[config.mk]
export PLATFORM = sky130hd
export DESIGN_NAME = wb_arbiter_2m
export DESIGN_NICKNAME = d
export VERILOG_FILES = /design/src/rtl/wb_arbiter_2m_pkg.sv /design/src/rtl/wb_arb_wdt.sv /design/src/rtl/wb_arbiter_2m.sv
export SDC_FILE = /design/constraint.sdc
export NUM_CORES = 1
export LEC_CHECK = 0
export CELL_PAD_IN_SITES_DETAIL_PLACEMENT = 0
export CELL_PAD_IN_SITES_GLOBAL_PLACEMENT = 1
export CORE_MARGIN = 5
export CORE_UTILIZATION = 12
export CTS_CLUSTER_DIAMETER = 60
export DETAILED_ROUTE_END_ITERATION = 12
export GPL_TIMING_DRIVEN = 0
export PLACE_DENSITY_LB_ADDON = 0.1
export SLEW_MARGIN = 20
export SYNTH_ARGS = -nofsm -noshare
export SYNTH_HDL_FRONTEND = slang
export SYNTH_HIERARCHICAL = 1
export SYNTH_SLANG_ARGS = --single-unit
[constraint.sdc]
create_clock -name clk -period 3 [get_ports clk]
set_input_delay 0.6 -clock clk [delete_from_list [all_inputs] [get_ports clk]]
set_output_delay 0.6 -clock clk [all_outputs]
set_load 0.01 [all_outputs]
[src/rtl/wb_arbiter_2m_pkg.sv]
// Shared definitions for the 2-master Wishbone arbiter.
// Contents: FSM state encodings (which double as the one-hot grant vector),
// the arbitration mode constants, the master identifier enum, and the
// owner-selection function used when the arbiter is idle.
package wb_arbiter_2m_pkg;

  // State encodings. The state register is exported directly as grant_o.
  localparam logic [1:0] ST_IDLE = 2'b00;
  localparam logic [1:0] ST_OWN0 = 2'b01;
  localparam logic [1:0] ST_OWN1 = 2'b10;

  // Arbitration modes.
  localparam int ARB_FIXED = 0;
  localparam int ARB_RR    = 1;

  typedef enum logic {
    MST_0 = 1'b0,
    MST_1 = 1'b1
  } master_e;

  // Chooses the next owner from IDLE. On a tie, fixed priority always
  // picks M0; round-robin picks the master that did not own the port last.
  function automatic logic [1:0] pick_owner(input logic    req0,
                                            input logic    req1,
                                            input logic    rr_mode,
                                            input master_e rr_last);
    logic [1:0] owner;
    if (req0 && req1) begin
      if (rr_mode && (rr_last == MST_0)) begin
        owner = ST_OWN1;
      end else begin
        owner = ST_OWN0;
      end
    end else if (req0) begin
      owner = ST_OWN0;
    end else if (req1) begin
      owner = ST_OWN1;
    end else begin
      owner = ST_IDLE;
    end
    return owner;
  endfunction

endpackage

[src/rtl/wb_arb_wdt.sv]
// Ack-wait watchdog for wb_arbiter_2m (built only with OSIRIS_ARB_TIMEOUT_EN).
// Ports:
//   clk, rst  : clock, synchronous active-high reset
//   clr       : clears the count (arbiter idle, or slave ack seen)
//   run       : owner is strobing and the slave has not acked this cycle
//   expire    : high during the TIMEOUT-th consecutive stalled cycle
module wb_arb_wdt #(
  parameter int TIMEOUT = 255
) (
  input  logic clk,
  input  logic rst,
  input  logic clr,
  input  logic run,
  output logic expire
);

  localparam int CW = $clog2(TIMEOUT + 1);
  // The count reaches TIMEOUT-1 during the TIMEOUT-th stalled cycle, so
  // expire fires in that same cycle rather than one cycle late.
  localparam logic [CW-1:0] LIMIT = CW'(TIMEOUT - 1);

  logic [CW-1:0] cnt_r;

  assign expire = run & (cnt_r == LIMIT);

  // Stall counter: cleared on idle/ack, advances on each stalled cycle.
  always_ff @(posedge clk) begin
    if (rst) begin
      cnt_r <= {CW{1'b0}};
    end else if (clr) begin
      cnt_r <= {CW{1'b0}};
    end else if (run && !expire) begin
      cnt_r <= cnt_r + CW'(1);
    end else begin
      cnt_r <= cnt_r;
    end
  end

endmodule

[src/rtl/wb_arbiter_2m.sv]
// 2-master / 1-slave Wishbone classic arbiter for the shared memory port.
// M0 = UART bridge (load/debug), M1 = core-side memory master.
// Grant is registered (one cycle latency from IDLE); the datapath mux is
// combinational so ack/data reach the owner with zero added latency. Only
// the owner ever sees ack, err or read data.
// Optional feature: define OSIRIS_ARB_TIMEOUT_EN to add an ack-wait watchdog
// (TIMEOUT stalled cycles -> err_o pulse to owner, slave cycle dropped,
// return to IDLE). Without it err_o is tied low and the arbiter waits forever.
// Ports:
//   clk, rst                          clock, synchronous active-high reset
//   m0_wb_* / m1_wb_*                 master-side Wishbone (cyc/stb/we/adr/dat in,
//                                     dat/ack/err out)
//   s_wb_*                            slave-side Wishbone (cyc/stb/we/adr/dat out,
//                                     dat/ack in)
//   grant_o                           one-hot owner {M1,M0}, 2'b00 = idle
module wb_arbiter_2m
  import wb_arbiter_2m_pkg::*;
#(
  parameter int DATA_WIDTH = 32,
  parameter int ADDR_WIDTH = 32,
  parameter int ARB_MODE   = 0,
  parameter int TIMEOUT    = 255
) (
  input  logic                  clk,
  input  logic                  rst,
  input  logic                  m0_wb_cyc_i,
  input  logic                  m0_wb_stb_i,
  input  logic                  m0_wb_we_i,
  input  logic [ADDR_WIDTH-1:0] m0_wb_adr_i,
  input  logic [DATA_WIDTH-1:0] m0_wb_dat_i,
  output logic [DATA_WIDTH-1:0] m0_wb_dat_o,
  output logic                  m0_wb_ack_o,
  output logic                  m0_wb_err_o,
  input  logic                  m1_wb_cyc_i,
  input  logic                  m1_wb_stb_i,
  input  logic                  m1_wb_we_i,
  input  logic [ADDR_WIDTH-1:0] m1_wb_adr_i,
  input  logic [DATA_WIDTH-1:0] m1_wb_dat_i,
  output logic [DATA_WIDTH-1:0] m1_wb_dat_o,
  output logic                  m1_wb_ack_o,
  output logic                  m1_wb_err_o,
  output logic                  s_wb_cyc_o,
  output logic                  s_wb_stb_o,
  output logic                  s_wb_we_o,
  output logic [ADDR_WIDTH-1:0] s_wb_adr_o,
  output logic [DATA_WIDTH-1:0] s_wb_dat_o,
  input  logic [DATA_WIDTH-1:0] s_wb_dat_i,
  input  logic                  s_wb_ack_i,
  output logic [1:0]            grant_o
);

  localparam logic RR_EN = (ARB_MODE == ARB_RR) ? 1'b1 : 1'b0;

  logic [1:0] state_r;
  logic [1:0] state_nxt_s;
  master_e    rr_last_r;
  logic       req0_s;
  logic       req1_s;
  logic       expire_s;

  assign req0_s  = m0_wb_cyc_i & m0_wb_stb_i;
  assign req1_s  = m1_wb_cyc_i & m1_wb_stb_i;
  assign grant_o = state_r;

`ifdef OSIRIS_ARB_TIMEOUT_EN
  logic wdt_clr_s;
  logic wdt_run_s;

  // Count only genuine stalls: the owner is strobing and no ack came back.
  assign wdt_clr_s = (state_r == ST_IDLE) | s_wb_ack_i;
  assign wdt_run_s = (((state_r == ST_OWN0) & m0_wb_stb_i) |
                      ((state_r == ST_OWN1) & m1_wb_stb_i)) & ~s_wb_ack_i;

  wb_arb_wdt #(
    .TIMEOUT (TIMEOUT)
  ) u_wdt (
    .clk    (clk),
    .rst    (rst),
    .clr    (wdt_clr_s),
    .run    (wdt_run_s),
    .expire (expire_s)
  );
`else
  localparam int unused_timeout = TIMEOUT;
  assign expire_s = 1'b0;
`endif

  // Next-state logic: grant only from IDLE, hold while the owner keeps cyc.
  // Release always passes through IDLE, giving one dead cycle between owners.
  always_comb begin
    state_nxt_s = state_r;
    case (state_r)
      ST_IDLE: begin
        state_nxt_s = pick_owner(req0_s, req1_s, RR_EN, rr_last_r);
      end
      ST_OWN0: begin
        if (!m0_wb_cyc_i || expire_s) begin
          state_nxt_s = ST_IDLE;
        end else begin
          state_nxt_s = ST_OWN0;
        end
      end
      ST_OWN1: begin
        if (!m1_wb_cyc_i || expire_s) begin
          state_nxt_s = ST_IDLE;
        end else begin
          state_nxt_s = ST_OWN1;
        end
      end
      default: begin
        state_nxt_s = ST_IDLE;
      end
    endcase
  end

  // State register and last-owner memory; rr_last starts at M1 so M0 wins the first tie.
  always_ff @(posedge clk) begin
    if (rst) begin
      state_r   <= ST_IDLE;
      rr_last_r <= MST_1;
    end else begin
      state_r <= state_nxt_s;
      if ((state_r == ST_IDLE) && (state_nxt_s == ST_OWN0)) begin
        rr_last_r <= MST_0;
      end else if ((state_r == ST_IDLE) && (state_nxt_s == ST_OWN1)) begin
        rr_last_r <= MST_1;
      end else begin
        rr_last_r <= rr_last_r;
      end
    end
  end

  // Datapath mux: owner drives the slave, slave response goes to owner only.
  // A watchdog expiry drops the slave cycle in the same cycle it reports err.
  always_comb begin
    s_wb_cyc_o  = 1'b0;
    s_wb_stb_o  = 1'b0;
    s_wb_we_o   = 1'b0;
    s_wb_adr_o  = {ADDR_WIDTH{1'b0}};
    s_wb_dat_o  = {DATA_WIDTH{1'b0}};
    m0_wb_dat_o = {DATA_WIDTH{1'b0}};
    m0_wb_ack_o = 1'b0;
    m0_wb_err_o = 1'b0;
    m1_wb_dat_o = {DATA_WIDTH{1'b0}};
    m1_wb_ack_o = 1'b0;
    m1_wb_err_o = 1'b0;
    case (state_r)
      ST_OWN0: begin
        s_wb_cyc_o  = m0_wb_cyc_i & ~expire_s;
        s_wb_stb_o  = m0_wb_stb_i & ~expire_s;
        s_wb_we_o   = m0_wb_we_i;
        s_wb_adr_o  = m0_wb_adr_i;
        s_wb_dat_o  = m0_wb_dat_i;
        m0_wb_dat_o = s_wb_dat_i;
        m0_wb_ack_o = s_wb_ack_i;
        m0_wb_err_o = expire_s;
      end
      ST_OWN1: begin
        s_wb_cyc_o  = m1_wb_cyc_i & ~expire_s;
        s_wb_stb_o  = m1_wb_stb_i & ~expire_s;
        s_wb_we_o   = m1_wb_we_i;
        s_wb_adr_o  = m1_wb_adr_i;
        s_wb_dat_o  = m1_wb_dat_i;
        m1_wb_dat_o = s_wb_dat_i;
        m1_wb_ack_o = s_wb_ack_i;
        m1_wb_err_o = expire_s;
      end
      default: begin
      end
    endcase
  end

endmodule

==> reports/results.ini, run 1 <==
[timing]
finalSetupViolCount=0
fin_crit_sh=0.943
finalSetupTns_ps=0
hold_violations=0
final_max_slew_viol_count=0
fin_ws_ps=172
rsz0062_at_grt=false
min_period_ps=2830
hold_slack_ps=714
clock.fmax_ghz=0.354
clock_skew_ps=1.36

[global_routing]
track_usage=0.143
grt_pass1_vias=3181
grt_max_degree=11
antenna_found_initial=0
grt_pass1_wl_um=18400
overflow=0

[drt]
drc_errors=0
vias=2992
wl_per_cell_um=17.3
firstDrtPassIters=4
ant_nets=0
first_iter_violations=64
vias_per_cell=4.11
routed_wl_um=12600

[critical_path]
cp.arrival_ps=2230
crit_type=reg2out
end_kind=output port
cp.required_ps=2400
cp-startpoint=grant_o[1]
slowest_delay_ps=570
critPathMaxFanout=10
critPathTopFamily=buffers and inverters
crit_buf_inv=4
worstPathCellList=inv_1 -> ha_2 -> buf_4 -> buf_2 -> nor2b_1 -> clkdlybuf4s50_1
critPathSlowestCell=clkdlybuf4s50_1
startpoint_type=flip-flop
r2r-start=grant_o[0]

[synthesis]
synth_seq_area_share=0.0243
synth_area_um2=1650
yosysWarnings=6
synthCells=245
synth-seq-cells=2
yosysUniqueCellTypes=15
avgSynthCellArea_um2=6.72

[finish]
largest_reg_flops=2
final_cell_area_um2=4990
layout_common_cells=clkdlybuf4s50_1 (303), a22oi_1 (67), nor2b_1 (66), and2_1 (66), buf_2 (14)
nNetsFinal=727
n_antenna_cell=0
final_layout_size_suffix_gt1_frac=0.0525
syn_to_final_growth_pct=203
fill_cells=1406
final_common_cell=clkdlybuf4s50_1

[floorplan]
io_pins=306
core_area_um2=13300
die_area_um2=16200
die_w_um=127
initial_utilization=0.123
die_height_um=127
std_cell_rows=42

[run_status]
status=complete, no violations

[power]
worst_ir_drop_vdd_mv=0.118
power_mw=0.755
p_sw_mw=0.211
comb_power_share=0.691
pwr-share-seq=0.039
power_frac_clock=0.270
p_sw_frac=0.280
power.internal_mw=0.544
power_density_nw_per_um2=151
p_leak_nw=1.68

[clock_tree]
path_clk_slew_ps=30
cts_tree=yes
clock_latency_ps=220
cts_buffer_depth=2
cts.htree.levels=1
root_buffer=clkbuf_16
cts_buffers=3
cts.sink_count=2

[hold_path]
hp-class=reg2reg
hold_start=grant_o[0]

[placement]
numPortBuffers=303
place.gp.congestion=0.871
hpwlAfterDp_um=10800
pre_cts_ws_ps=216
detailed_place.area_um2=4900

[job]
maxCapViolations=0

-- layer usage --
metal,part of all wire,track usage,vias up
li1,-,-,1467
met1,0.36,0.147,1320
met2,0.51,0.278,195
met3,0.12,0.0580,10
met4,0.0099,0.0183,0
met5,0,0,-
-- synth_stat cells, drive strengths merged --
cell type / number / area (um2)
inv: 2 / 7.51
a22oi: 67 / 503
conb: 1 / 3.75
nor4b: 2 / 30.0
dfxtp: 2 / 40.0
buf: 22 / 131
a31oi: 1 / 6.26
clkbuf: 9 / 33.8
a21oi: 1 / 5.00
ha: 4 / 50.1
nand2: 1 / 3.75
nor2b: 67 / 419
and2: 66 / 413
-- through the flow --
step | cells | utilization
finish | 728 | 0.374
global route | 728 | 0.374
CTS | 728 | 0.373
detailed placement | 725 | 0.367
global placement | 725 | 0.367
floorplan | 246 | -
-- tightest hold or removal path: cells and delay by family (launching register included) --
family                     cells  cell delay [ps]
adders and majority gates      1              230
DFF                            1              360
and+or+nand+nor                1               60
-- power by group through the flow --
stage               Combinational [mW]  Sequential [mW]  Clock, mW
floorplan                        0.166           0.0304          0
global placement                 0.523           0.0300          0
detailed placement               0.526           0.0300          0
CTS                              0.530           0.0296      0.205
global route                     0.564           0.0299      0.210
finish                           0.522           0.0296      0.204
-- final timing paths --
path / to / slack, ps / depth (start not counted)
max: s_wb_dat_o[24] / 170 / 6
min: grant_o[0] / 710 / 2
max reg2reg: grant_o[1] / 1640 / 6
min reg2reg: grant_o[0] / 710 / 2
-- kinds of logic (layout without fill, tap and decap cells) --
kind of cell / after synthesis / in the layout / share of synthesized area
DFF: 2 / 2 / 0.0243
AOI/OAI and AO/OA: 69 / 69 / 0.312
and+or+nand+nor: 136 / 136 / 0.526
adders and majority gates: 4 / 4 / 0.0304
buffers and inverters: 33 / 339 / 0.105
other: 1 / 2 / 0.00228
-- timing repair --
action,4_1_cts,5_1_grt
hold buffers,0,0
gates resized for setup,1,2
setup buffers,0,0
pin swaps,0,0
endpoints found under the setup margin,3,4
-- cell type report --
cell class	instances	area (um2)	share of cell area
inverter	2	7.51	0.00151
clock buffer	3	75.1	0.0151
multi-input combinational	211	1440	0.289
timing repair buffer	303	3030	0.608
sequential	2	40.0	0.00803
tap	176	220	0.0442
buffer	31	168	0.0336
(Power assumes the default switching activity.)
==> run 2, diff against run 1 <==
--- a/config.mk
+++ b/config.mk
@@ -5,10 +5,11 @@
 export SDC_FILE = /design/constraint.sdc
 export NUM_CORES = 1
 export LEC_CHECK = 0
+export ABC_AREA = 1
 export CELL_PAD_IN_SITES_DETAIL_PLACEMENT = 0
 export CELL_PAD_IN_SITES_GLOBAL_PLACEMENT = 1
-export CORE_MARGIN = 5
-export CORE_UTILIZATION = 12
+export CORE_MARGIN = 2
+export CORE_UTILIZATION = 11
 export CTS_CLUSTER_DIAMETER = 60
 export DETAILED_ROUTE_END_ITERATION = 12
 export GPL_TIMING_DRIVEN = 0
==> reports/results.ini, run 2 <==
[run_status]
status=complete, no violations

[finish]
n_antenna_cell=0  ; unchanged
final_cell_area_um2=5110  ; +2.4%
fill_cells=1695  ; +21%
regArea_um2=40.0  ; unchanged
layoutNonFillerInstCount=902  ; +24%
largest_reg_flops=2  ; unchanged
multi_input_area_um2=1190  ; -18%
layout_common_cells=clkdlybuf4s50_1 (303), nand2_1 (203), inv_1 (70)
syn_to_final_growth_pct=195
final_common_cell=clkdlybuf4s50_1
final_layout_size_suffix_gt1_frac=0.0507  ; -0.00189
nNetsFinal=866  ; +19%
final_core_util=0.333  ; -0.0401

[drt]
vias=3340  ; +12%
vias_per_cell=3.70  ; -9.9%
firstDrtPassIters=4  ; unchanged
routed_wl_um=12000  ; -4.6%
wl_per_cell_um=13.3  ; -23%
ant_nets=0  ; unchanged
first_iter_violations=48  ; -25%
drc_errors=0  ; unchanged

[floorplan]
die_height_um=129  ; +1.8%
std_cell_rows=45  ; +7.1%
io_pins=306  ; unchanged
die_w_um=129  ; +1.8%
die_area_um2=16800  ; +3.7%
initial_utilization=0.113  ; -0.0103
core_area_um2=15300  ; +15%

[power]
pwr-share-seq=0.039  ; about the same
power_mw=0.764  ; +1.2%
p_leak_nw=2.22  ; +32%
comb_power_share=0.691  ; about the same
power_density_nw_per_um2=150  ; -1.2%
p_sw_mw=0.238  ; +13%
power_frac_clock=0.269  ; about the same
p_sw_frac=0.311  ; +0.0313
power.internal_mw=0.527  ; -3.2%
worst_ir_drop_vdd_mv=0.181  ; +53%

[synthesis]
synth_area_um2=1730  ; +5.2%
synthCells=384  ; +57%
synth_area_leaders=nand2_1 (44%), a21oi_1 (19%), inv_1 (15%)
yosysTopAreaCell=nand2_1
synth_seq_area_share=0.0231  ; -0.00119
yosysWarnings=6  ; unchanged
synth-seq-cells=2  ; unchanged
async_flop_share=0  ; unchanged
netlist_top_cells_count=nand2_1 (203), inv_1 (70), a21oi_1 (67)
synth_top_area_frac=0.440  ; +0.135
yosysMostFrequentCell=nand2_1
yosysUniqueCellTypes=16  ; +1
synth-edff-count=0  ; unchanged
synth_top_flop_cell=dfxtp_1
avgSynthCellArea_um2=4.51  ; -33%

[timing]
final_max_slew_viol_count=0  ; unchanged
clock_skew_ps=1.27  ; -0.0951 ps
finalSetupTns_ps=0  ; unchanged
relSlewSlack=0.665
worst_pin_slew_ps=503
fin_crit_sh=0.927  ; -0.0162
rsz0062_at_grt=false
finalSetupViolCount=0  ; unchanged
clock.fmax_ghz=0.360  ; +1.8%
min_period_ps=2780  ; -48.7 ps
hold_violations=0  ; unchanged

[clock_tree]
cts_buffers=3  ; unchanged
cts_setup_buffers=0  ; unchanged
ctsHoldBuffers=0  ; unchanged
clock_latency_ps=220  ; about the same
cts.sink_count=2  ; unchanged
cts_buffer_depth=2  ; unchanged
path_clk_slew_ps=30  ; about the same
cts_tree=yes
root_buffer=clkbuf_16
cts_resized=0  ; -1
cts.htree.levels=1  ; unchanged

[hold_path]
hold_path_end=grant_o[1]
hold_start=grant_o[0]
hp-class=reg2reg
holdPathStages=4  ; +2

[job]
maxCapViolations=0  ; unchanged

[critical_path]
reg2reg_depth=6  ; unchanged
cp.required_ps=2400  ; about the same
slowest_delay_ps=600  ; +30 ps
r2r_slack_ps=1710  ; +70 ps
critPathMaxFanout=10  ; unchanged
critPathSlowestCell=clkdlybuf4s50_1
end_kind=output port
reg2reg_to=grant_o[0]
r2r-start=grant_o[1]
crit_type=reg2out
startpoint_type=flip-flop
cp.arrival_ps=2180  ; -50 ps
worstPathCellList=inv_1 -> ha_1 -> inv_2 -> buf_2 -> buf_6 -> a21oi_1 -> clkdlybuf4s50_1

[global_routing]
grt_max_degree=11  ; unchanged
track_usage=0.127  ; -0.0156
grt_pass1_wl_um=16800  ; -8.6%
antenna_found_initial=0  ; unchanged
grt_pass1_vias=3024  ; -4.9%
overflow=0  ; unchanged

[placement]
place.gp.congestion=0.769  ; -12%
numPortBuffers=303  ; unchanged
place_inst=899  ; +24%
detailed_place.area_um2=5030  ; +2.6%
hpwlAfterDp_um=10000  ; -7.3%

run 2: cell count changes after synthesis, sizes merged:
cell	delta
a21boi	+1
a21oi	+67
a22oi	-67
a31oi	-1
and2	-66
buf	+6
clkbuf	-6
inv	+69
nand2	+203
nand3	+1
nor2	+1
nor2b	-67
nor4b	-2
run 2: logic make-up after synthesis:
family	share of synthesized area
AO/OA/AOI/OAI	0.205
buffers and inverters	0.292
AND/OR/NAND/NOR	0.449
flip-flops	0.0231
other	0.00217
adder cells (fa/ha/maj)	0.0289
run 2: power by group through the flow:
stage	registers, mW	clock network (mW)	logic, mW
4_1_cts	0.0302	0.210	0.537
6_report	0.0301	0.206	0.528
3_3_place_gp	0.0305	0	0.531
3_5_place_dp	0.0305	0	0.534
5_1_grt	0.0305	0.211	0.574
2_1_floorplan	0.0306	0	0.169
run 2: layout make-up:
type | count | area share
inverter | 71 | 0.0522
buffer | 31 | 0.0468
sequential | 2 | 0.00784
clock buffer | 3 | 0.0147
multi-input combinational | 281 | 0.233
timing repair buffer | 303 | 0.594
tap | 211 | 0.0517
run 2: worst max-delay path: cells and delay by family, from the launching register on:
family / cells / cell delay, ps
buf+inv: 5 / 1120
flops: 1 / 410
fa+ha+maj: 1 / 290
compound gates: 1 / 140
run 2: how the worst max path moves through the flow:
| stage | startpoint | end | cells past startpoint |
|---|---|---|---|
| 6_report | grant_o[1] | s_wb_dat_o[23] | 7 |
| 3_5_place_dp | grant_o[1] | s_wb_dat_o[23] | 7 |
| 3_3_place_gp | grant_o[1] | s_wb_dat_o[23] | 7 |
| 5_1_grt | grant_o[1] | s_wb_dat_o[23] | 7 |
| 2_1_floorplan | grant_o[0] | s_wb_adr_o[0] | 6 |
| 4_1_cts | grant_o[1] | s_wb_dat_o[23] | 7 |
run 2: layer usage:
layer | track usage | vias to the layer above | wire [um]
met5 | 0 | - | 0
met4 | 0.0221 | 0 | 127
met3 | 0.0330 | 8 | 1140
met2 | 0.248 | 167 | 6140
met1 | 0.139 | 1429 | 4570
li1 | - | 1736 | -
run 2: per-stage QoR:
step | hold slack, ps | setup slack [ps]
3_5_place_dp | 732 | 401
6_report | 727 | 220
2_1_floorplan | 720 | 1090
5_1_grt | 799 | 82.0
4_1_cts | 744 | 149
3_3_place_gp | 729 | 411
